File: src/rtl/uart_pkg.sv
// Shared UART definitions used by the auto-baud controller.
//   ab_state_t   : auto-baud FSM states
//   AB_*         : calibration-frame timing constants
//   BAUD_*       : legal range / width of the 16x baud divider
package uart_pkg;

    typedef enum logic [2:0] {
        AB_IDLE,
        AB_WAIT_QUIET,
        AB_WAIT_FALL,
        AB_MEASURE,
        AB_CALC,
        AB_LOCKED,
        AB_ERR
    } ab_state_t;

    localparam int AB_TOL_SHIFT = 2;    // segment tolerance = T1 >> 2 (+/-25%)
    localparam int AB_EDGES     = 8;    // edges after t0 in a 0x55 frame
    localparam int AB_ROUND     = 64;   // half of 128 = 8 bits * 16x oversample
    localparam int AB_SHIFT     = 7;
    localparam int BAUD_MIN     = 2;
    localparam int BAUD_MAX     = 4095;
    localparam int BAUD_W       = 12;

endpackage

File: src/rtl/double_sync_high.sv
// Two-flop synchronizer for an asynchronous input whose idle level is 1.
//   clk : destination clock
//   rst : asynchronous active-high reset, flops reset to 1
//   d   : asynchronous input
//   q   : synchronized output (2 cycles latency)
module double_sync_high (
    input  logic clk,
    input  logic rst,
    input  logic d,
    output logic q
);

    logic [1:0] sync_q;
    logic [1:0] sync_d;

    always_comb sync_d = {sync_q[0], d};

    always_ff @(posedge clk or posedge rst) begin
        if (rst) sync_q <= 2'b11;
        else     sync_q <= sync_d;
    end

    assign q = sync_q[1];

endmodule

File: src/rtl/uart_auto_baud.sv
// Auto-baud controller: times a 0x55 calibration frame on rxd and derives the
// UART core's 16x baud divider from it.
//   app_clk, arst    : clock, asynchronous active-high reset
//   cfg_auto_en      : 1 selects the measured divider (when locked)
//   cfg_sw_baud      : software divider
//   ab_start         : pulse, arm / re-arm a measurement
//   rxd              : raw asynchronous UART line
//   cfg_baud_16x     : divider to the UART core
//   ab_busy          : measurement in progress
//   ab_locked        : a valid measured divider is held
//   ab_done, ab_err  : one-cycle success / failure pulses
module uart_auto_baud
    import uart_pkg::*;
#(
    parameter int CNT_W    = 20,
    parameter int IDLE_MIN = 64
) (
    input  logic              app_clk,
    input  logic              arst,
    input  logic              cfg_auto_en,
    input  logic [BAUD_W-1:0] cfg_sw_baud,
    input  logic              ab_start,
    input  logic              rxd,
    output logic [BAUD_W-1:0] cfg_baud_16x,
    output logic              ab_busy,
    output logic              ab_locked,
    output logic              ab_done,
    output logic              ab_err
);

    logic              rxd_s;
    logic              rxd_prev_q, rxd_prev_d;
    ab_state_t         state_q, state_d;
    logic [CNT_W-1:0]  seg_cnt_q, seg_cnt_d;
    logic [CNT_W-1:0]  tot_cnt_q, tot_cnt_d;
    logic [CNT_W-1:0]  t1_q, t1_d;
    logic [3:0]        edge_idx_q, edge_idx_d;
    logic [BAUD_W-1:0] meas_baud_q, meas_baud_d;
    logic              locked_q, locked_d;
    logic              done_q, done_d;

    logic              rx_edge, rx_fall, seg_ok;
    logic [CNT_W-1:0]  seg_len, tol;
    logic [CNT_W:0]    hi_lim, rnd_sum;
    logic signed [CNT_W:0] div_s;

    double_sync_high u_sync (
        .clk (app_clk),
        .rst (arst),
        .d   (rxd),
        .q   (rxd_s)
    );

    assign rxd_prev_d = rxd_s;
    assign rx_edge    = rxd_s ^ rxd_prev_q;
    assign rx_fall    = rxd_prev_q & ~rxd_s;

    // The counter is cleared on the edge cycle itself, so the finished
    // segment is one longer than the count held on the next edge cycle.
    assign seg_len = seg_cnt_q + CNT_W'(1);
    assign tol     = t1_q >> AB_TOL_SHIFT;
    assign hi_lim  = {1'b0, t1_q} + {1'b0, tol};
    assign seg_ok  = (seg_len >= (t1_q - tol)) && ({1'b0, seg_len} <= hi_lim);

    // 8 bit times = 128 16x ticks; round to nearest, minus 2 for the core's
    // reload overhead. Signed so tiny frames show up as negative.
    assign rnd_sum = {1'b0, tot_cnt_q} + (CNT_W+1)'(AB_ROUND);
    assign div_s   = $signed((rnd_sum >> AB_SHIFT) - (CNT_W+1)'(BAUD_MIN));

    always_comb begin
        state_d     = state_q;
        seg_cnt_d   = seg_cnt_q;
        tot_cnt_d   = tot_cnt_q;
        t1_d        = t1_q;
        edge_idx_d  = edge_idx_q;
        meas_baud_d = meas_baud_q;
        locked_d    = locked_q;
        done_d      = 1'b0;

        case (state_q)
            AB_IDLE, AB_LOCKED: begin
                if (ab_start) begin
                    state_d   = AB_WAIT_QUIET;
                    seg_cnt_d = '0;
                end
            end
            AB_WAIT_QUIET: begin
                if (!rxd_s)
                    seg_cnt_d = '0;
                else if (seg_cnt_q == CNT_W'(IDLE_MIN - 1))
                    state_d = AB_WAIT_FALL;
                else
                    seg_cnt_d = seg_cnt_q + CNT_W'(1);
            end
            AB_WAIT_FALL: begin
                if (rx_fall) begin
                    state_d    = AB_MEASURE;
                    seg_cnt_d  = '0;
                    tot_cnt_d  = '0;
                    edge_idx_d = '0;
                end
            end
            AB_MEASURE: begin
                seg_cnt_d = seg_cnt_q + CNT_W'(1);
                // tot saturates; an overflowed total then fails the range check
                if (tot_cnt_q != '1) tot_cnt_d = tot_cnt_q + CNT_W'(1);
                if (seg_cnt_q == '1) begin
                    state_d = AB_ERR;
                end else if (rx_edge) begin
                    seg_cnt_d  = '0;
                    edge_idx_d = edge_idx_q + 4'd1;
                    if (edge_idx_q == 4'd0)
                        t1_d = seg_len;
                    else if (!seg_ok)
                        state_d = AB_ERR;
                    else if (edge_idx_q == 4'(AB_EDGES - 1))
                        state_d = AB_CALC;   // tot_cnt_d now holds t0->t8
                end
            end
            AB_CALC: begin
                if (int'(div_s) < BAUD_MIN || int'(div_s) > BAUD_MAX) begin
                    state_d = AB_ERR;
                end else begin
                    state_d     = AB_LOCKED;
                    meas_baud_d = BAUD_W'(div_s);
                    locked_d    = 1'b1;
                    done_d      = 1'b1;
                end
            end
            AB_ERR:  state_d = AB_IDLE;
            default: state_d = AB_IDLE;
        endcase

        // Re-arm while busy: silent restart, nothing committed from this pass.
        if (ab_start && ab_busy) begin
            state_d     = AB_WAIT_QUIET;
            seg_cnt_d   = '0;
            tot_cnt_d   = '0;
            edge_idx_d  = '0;
            meas_baud_d = meas_baud_q;
            locked_d    = locked_q;
            done_d      = 1'b0;
        end
    end

    always_ff @(posedge app_clk or posedge arst) begin
        if (arst) begin
            rxd_prev_q  <= 1'b1;
            state_q     <= AB_IDLE;
            seg_cnt_q   <= '0;
            tot_cnt_q   <= '0;
            t1_q        <= '0;
            edge_idx_q  <= '0;
            meas_baud_q <= '0;
            locked_q    <= 1'b0;
            done_q      <= 1'b0;
        end else begin
            rxd_prev_q  <= rxd_prev_d;
            state_q     <= state_d;
            seg_cnt_q   <= seg_cnt_d;
            tot_cnt_q   <= tot_cnt_d;
            t1_q        <= t1_d;
            edge_idx_q  <= edge_idx_d;
            meas_baud_q <= meas_baud_d;
            locked_q    <= locked_d;
            done_q      <= done_d;
        end
    end

    assign ab_busy      = (state_q == AB_WAIT_QUIET) || (state_q == AB_WAIT_FALL) ||
                          (state_q == AB_MEASURE)    || (state_q == AB_CALC);
    assign ab_err       = (state_q == AB_ERR);
    assign ab_done      = done_q;
    assign ab_locked    = locked_q;
    assign cfg_baud_16x = (cfg_auto_en && locked_q) ? meas_baud_q : cfg_sw_baud;

endmodule

File: config.mk
export PLATFORM = sky130hd
export DESIGN_NAME = uart_auto_baud
export DESIGN_NICKNAME = d
export VERILOG_FILES = /design/src/rtl/uart_pkg.sv /design/src/rtl/double_sync_high.sv /design/src/rtl/uart_auto_baud.sv
export SDC_FILE = /design/constraint.sdc
export NUM_CORES = 1
export LEC_CHECK = 0
export ABC_AREA = 1
export CORE_MARGIN = 4
export CORE_UTILIZATION = 45
export CTS_CLUSTER_DIAMETER = 50
export DETAILED_ROUTE_END_ITERATION = 10
export SYNTH_ARGS = -nofsm -noshare
export SYNTH_HDL_FRONTEND = slang
export SYNTH_SLANG_ARGS = --single-unit
export TNS_END_PERCENT = 1
File: constraint.sdc
create_clock -name app_clk -period 5.99 [get_ports app_clk]
set_clock_uncertainty 0.2 [all_clocks]
set_input_delay 1.198 -clock app_clk [delete_from_list [all_inputs] [get_ports app_clk]]
set_output_delay 1.198 -clock app_clk [all_outputs]
set_load 0.1 [all_outputs]
==> results.py <==
metrics = {
    "sta": {
        "slew_headroom": 0.3300,
        "whs_ns": 0.1564,
        "setup_viol": 0,
        "fin_crit_sh": 0.7976,
        "timing.fmax_mhz": 209.3,
        "finalWorstSetupSlack_ns": 1.213,
        "worst_slew_pin_slew_ns": 0.9945,
        "final-hold-violation-count": 0,
        "setup-tns-final_ns": 0,
        "finalMaxSlewViolations": 0,
        "rsz0062_at_grt": "no",
        "min_period_ns": 4.777,
    },
    "logic_synthesis": {
        "synth_top_area_share": 0.2479,
        "ys_async_sr_fraction": 1.000,
        "netlist_area_um2": 8177,
        "synth-xor-area-share": 0.05340,
        "synth_fa_ha_area_frac": 0.1350,
        "yosysTopAreaCell": "dfrtp_1",
        "synth_compound_area_frac": 0.1356,
        "synth_top_family_by_area": "simple AND/OR/NAND/NOR gates",
        "synthFlopType": "dfrtp_1",
        "synth-edff-count": 0,
        "synth_cells": 1171,
        "yosys_warnings": 0,
        "ys_types": 52,
        "syn_area_per_cell_um2": 6.983,
        "yosysSeqAreaShare": 0.2575,
        "ys_ff_latch": 84,
        "synthSimpleGateAreaFrac": 0.3030,
        "muxShareOfSynthArea": 0.01775,
        "synth_area_leaders": "dfrtp_1 25%, ha_1 13%, nand2_1 12%, inv_1 7.7%, xor2_1 4.8%",
        "synthesis.nets": 1275,
    },
    "routing": {
        "drcViolationCount": 0,
        "routedWlPerCell_um": 15.34,
        "drt_pre_antenna_iters": 6,
        "viasPerCell": 5.355,
        "vias": 7636,
        "antenna_left": 0,
        "drt_iter0_drc": 458,
        "postRouteWirelength_um": 21870,
    },
    "pwr": {
        "ir_drop_uv": 192.9,
        "power_density_nw_per_um2": 229.9,
        "p_leak_nw": 4.582,
    },
    "floorplan": {
        "dieArea_um2": 20390,
        "die-height_um": 142.8,
        "start_util": 0.4567,
        "core_um2": 17900,
        "pin_count": 33,
        "fp.dieW_um": 142.8,
        "num_rows": 49,
    },
    "cts": {
        "cts_tree": "yes",
        "clock_latency_ns": 0.35,
        "cts.path.max_buffers": 2,
        "hold_buffers": 0,
        "cts.sinks": 84,
        "h-tree-depth": 3,
        "cts_resized": 0,
        "path_clk_slew_ns": 0.07,
        "cts_setup_buffers": 0,
        "cts_made_buffers": 9,
        "clockRootBuffer": "clkbuf_16",
    },
    "place": {
        "hpwlAfterDp_um": 17480,
        "post-place-ws_ns": 1.329,
        "port_buffers": 32,
        "place_congestion": 0.9341,
        "post_dp_cell_area_um2": 8655,
    },
    "global_routing": {
        "antenna_found_initial": 0,
        "grt_max_degree": 52,
        "grt_pass1_vias": 7283,
        "overflow": 0,
        "grt_usage": 0.2225,
        "grt_pass1_wl_um": 36640,
    },
    "job": {
        "drv_cap": 0,
    },
    "cells_and_area": {
        "final_nets": 1296,
        "drive_above_1_share": 0.09023,
        "n_antenna_cell": 0,
        "area_growth_pct": 9.273,
        "stdcell_area_um2": 8935,
    },
    "status": {
        "status": "complete, no violations",
    },
    "worst_hold_path": {
        "hold_start": "u_sync.sync_q[0]",
        "hp-class": "reg2reg",
        "holdPathStages": 0,
    },
    "critical_path": {
        "cp.arrival_ns": 4.82,
        "reg2reg_depth": 22,
        "worst-setup-path-type": "reg2reg",
        "timing.rr.start": "t1_q[2]",
        "worstPathRequired_ns": 6.04,
        "setup.worst_path.start": "t1_q[2]",
        "crit_fanout": 5,
        "end_kind": "flop",
        "setup.worst_path.start_class": "flop",
    },
}
==> where the power goes <==
group,switching [mW],leakage (nW),total [mW],internal [mW]
clock network,0.257,0.133,0.554,0.296
registers,0.0373,1.15,0.639,0.602
logic,0.598,3.30,0.862,0.264
total,0.892,4.58,2.05,1.16
==> cells by family (layout without fill, tap and decap cells) <==
logic type | Yosys count | count (layout)
flip-flops | 84 | 84
AO/OA/AOI/OAI | 195 | 195
multiplexers | 13 | 13
adder cells (fa/ha/maj) | 87 | 87
XOR/XNOR | 49 | 49
AND/OR/NAND/NOR | 539 | 539
buffers and inverters | 204 | 230
==> layer usage <==
metal  part of all wire  vias to the layer above  GRT usage
met1               0.45                     3530     0.2929
met3              0.048                       38    0.03684
met2               0.48                      167     0.3761
met5                  0                        -          0
li1                   -                     3901          -
met4              0.024                        0    0.06703
==> sequential cells by signal, indices dropped and copies added, names as in the netlist <==
register,flops
meas_baud_q,12
ab_done,1
seg_cnt_q,20
edge_idx_q,4
tot_cnt_q,20
u_sync.sync_q,2
rxd_prev_q,1
ab_locked,1
state_q,3
t1_q,20
==> critical path: stages, from the launching register on <==
cell	delay, ns
dfrtp_1	0.42
ha_1	0.26
inv_1	0.11
fa_1	0.40
inv_1	0.09
a31oi_1	0.17
o21ai_0	0.83
a21oi_1	0.20
xor2_1	0.20
ha_1	0.30
inv_1	0.05
nor3_1	0.30
nand3_1	0.16
o32ai_1	0.21
nor2_1	0.07
nand2_1	0.06
o21ai_0	0.10
nand2_1	0.12
nand3_1	0.11
nand2_1	0.14
nor2_1	0.05
nand2_1	0.06
nand2_1	0.04
==> layout by cell type (no fill, tap or decap), drive strengths merged, types with 2 or more instances in the layout <==
cell type / n
o32ai: 2
dfrtp: 81
buf: 15
xnor2: 4
a21boi: 2
o22ai: 16
xor2: 45
mux2: 12
clkinv: 4
nand3b: 4
a21o: 2
o211ai: 5
nor3: 27
nand4: 30
and3: 3
a211oi: 6
nor3b: 3
nor4: 5
o31ai: 4
clkbuf: 12
a21oi: 67
fa: 2
inv: 178
a221oi: 4
nor2: 111
a31oi: 5
clkdlybuf4s50: 20
nand2: 282
ha: 85
nand3: 73
dfstp: 3
o21a: 2
o21ai: 77
==> synth_stat cells (all sizes together), types with 4 or more instances <==
cell type and n:
o21ai 77, a211oi 6, mux2 12, a31oi 5
a221oi 4, dfrtp 81, xor2 45, nor2 111
buf 7, nor3 27, clkbuf 18, o22ai 16
nand2 282, nor4 5, inv 178, nand4 30
nand3b 4, a21oi 67, o211ai 5, xnor2 4
o31ai 4, ha 85, nand3 73
==> cell type report <==
type,instances,area [µm²]
clock inverter,4,33.78
fill,1846,8967
multi-input combinational,883,5276
tap,229,286.5
timing repair buffer,35,312.8
inverter,179,673.1
sequential,84,2106
clock buffer,12,246.5
==> final timing paths <==
kind,end,slack [ns]
min in group asynchronous,seg_cnt_q[7],1.02
worst max register to register,state_q[1],1.21
worst min-delay path,u_sync.sync_q[1],0.16
worst max-delay path,state_q[1],1.21
max in group asynchronous,meas_baud_q[5],3.47
worst min register to register,u_sync.sync_q[1],0.16
==> stage by stage <==
stage | instances | total power, mW | util
6_report | 1426 | 2.054 | 0.4991
5_1_grt | 1426 | 2.222 | 0.4991
4_1_cts | 1426 | 2.073 | 0.4991
3_5_place_dp | 1410 | 1.508 | 0.4834
3_3_place_gp | 1410 | 1.508 | 0.4834
2_1_floorplan | 1171 | 1.289 | -
(Power assumes the default switching activity.)
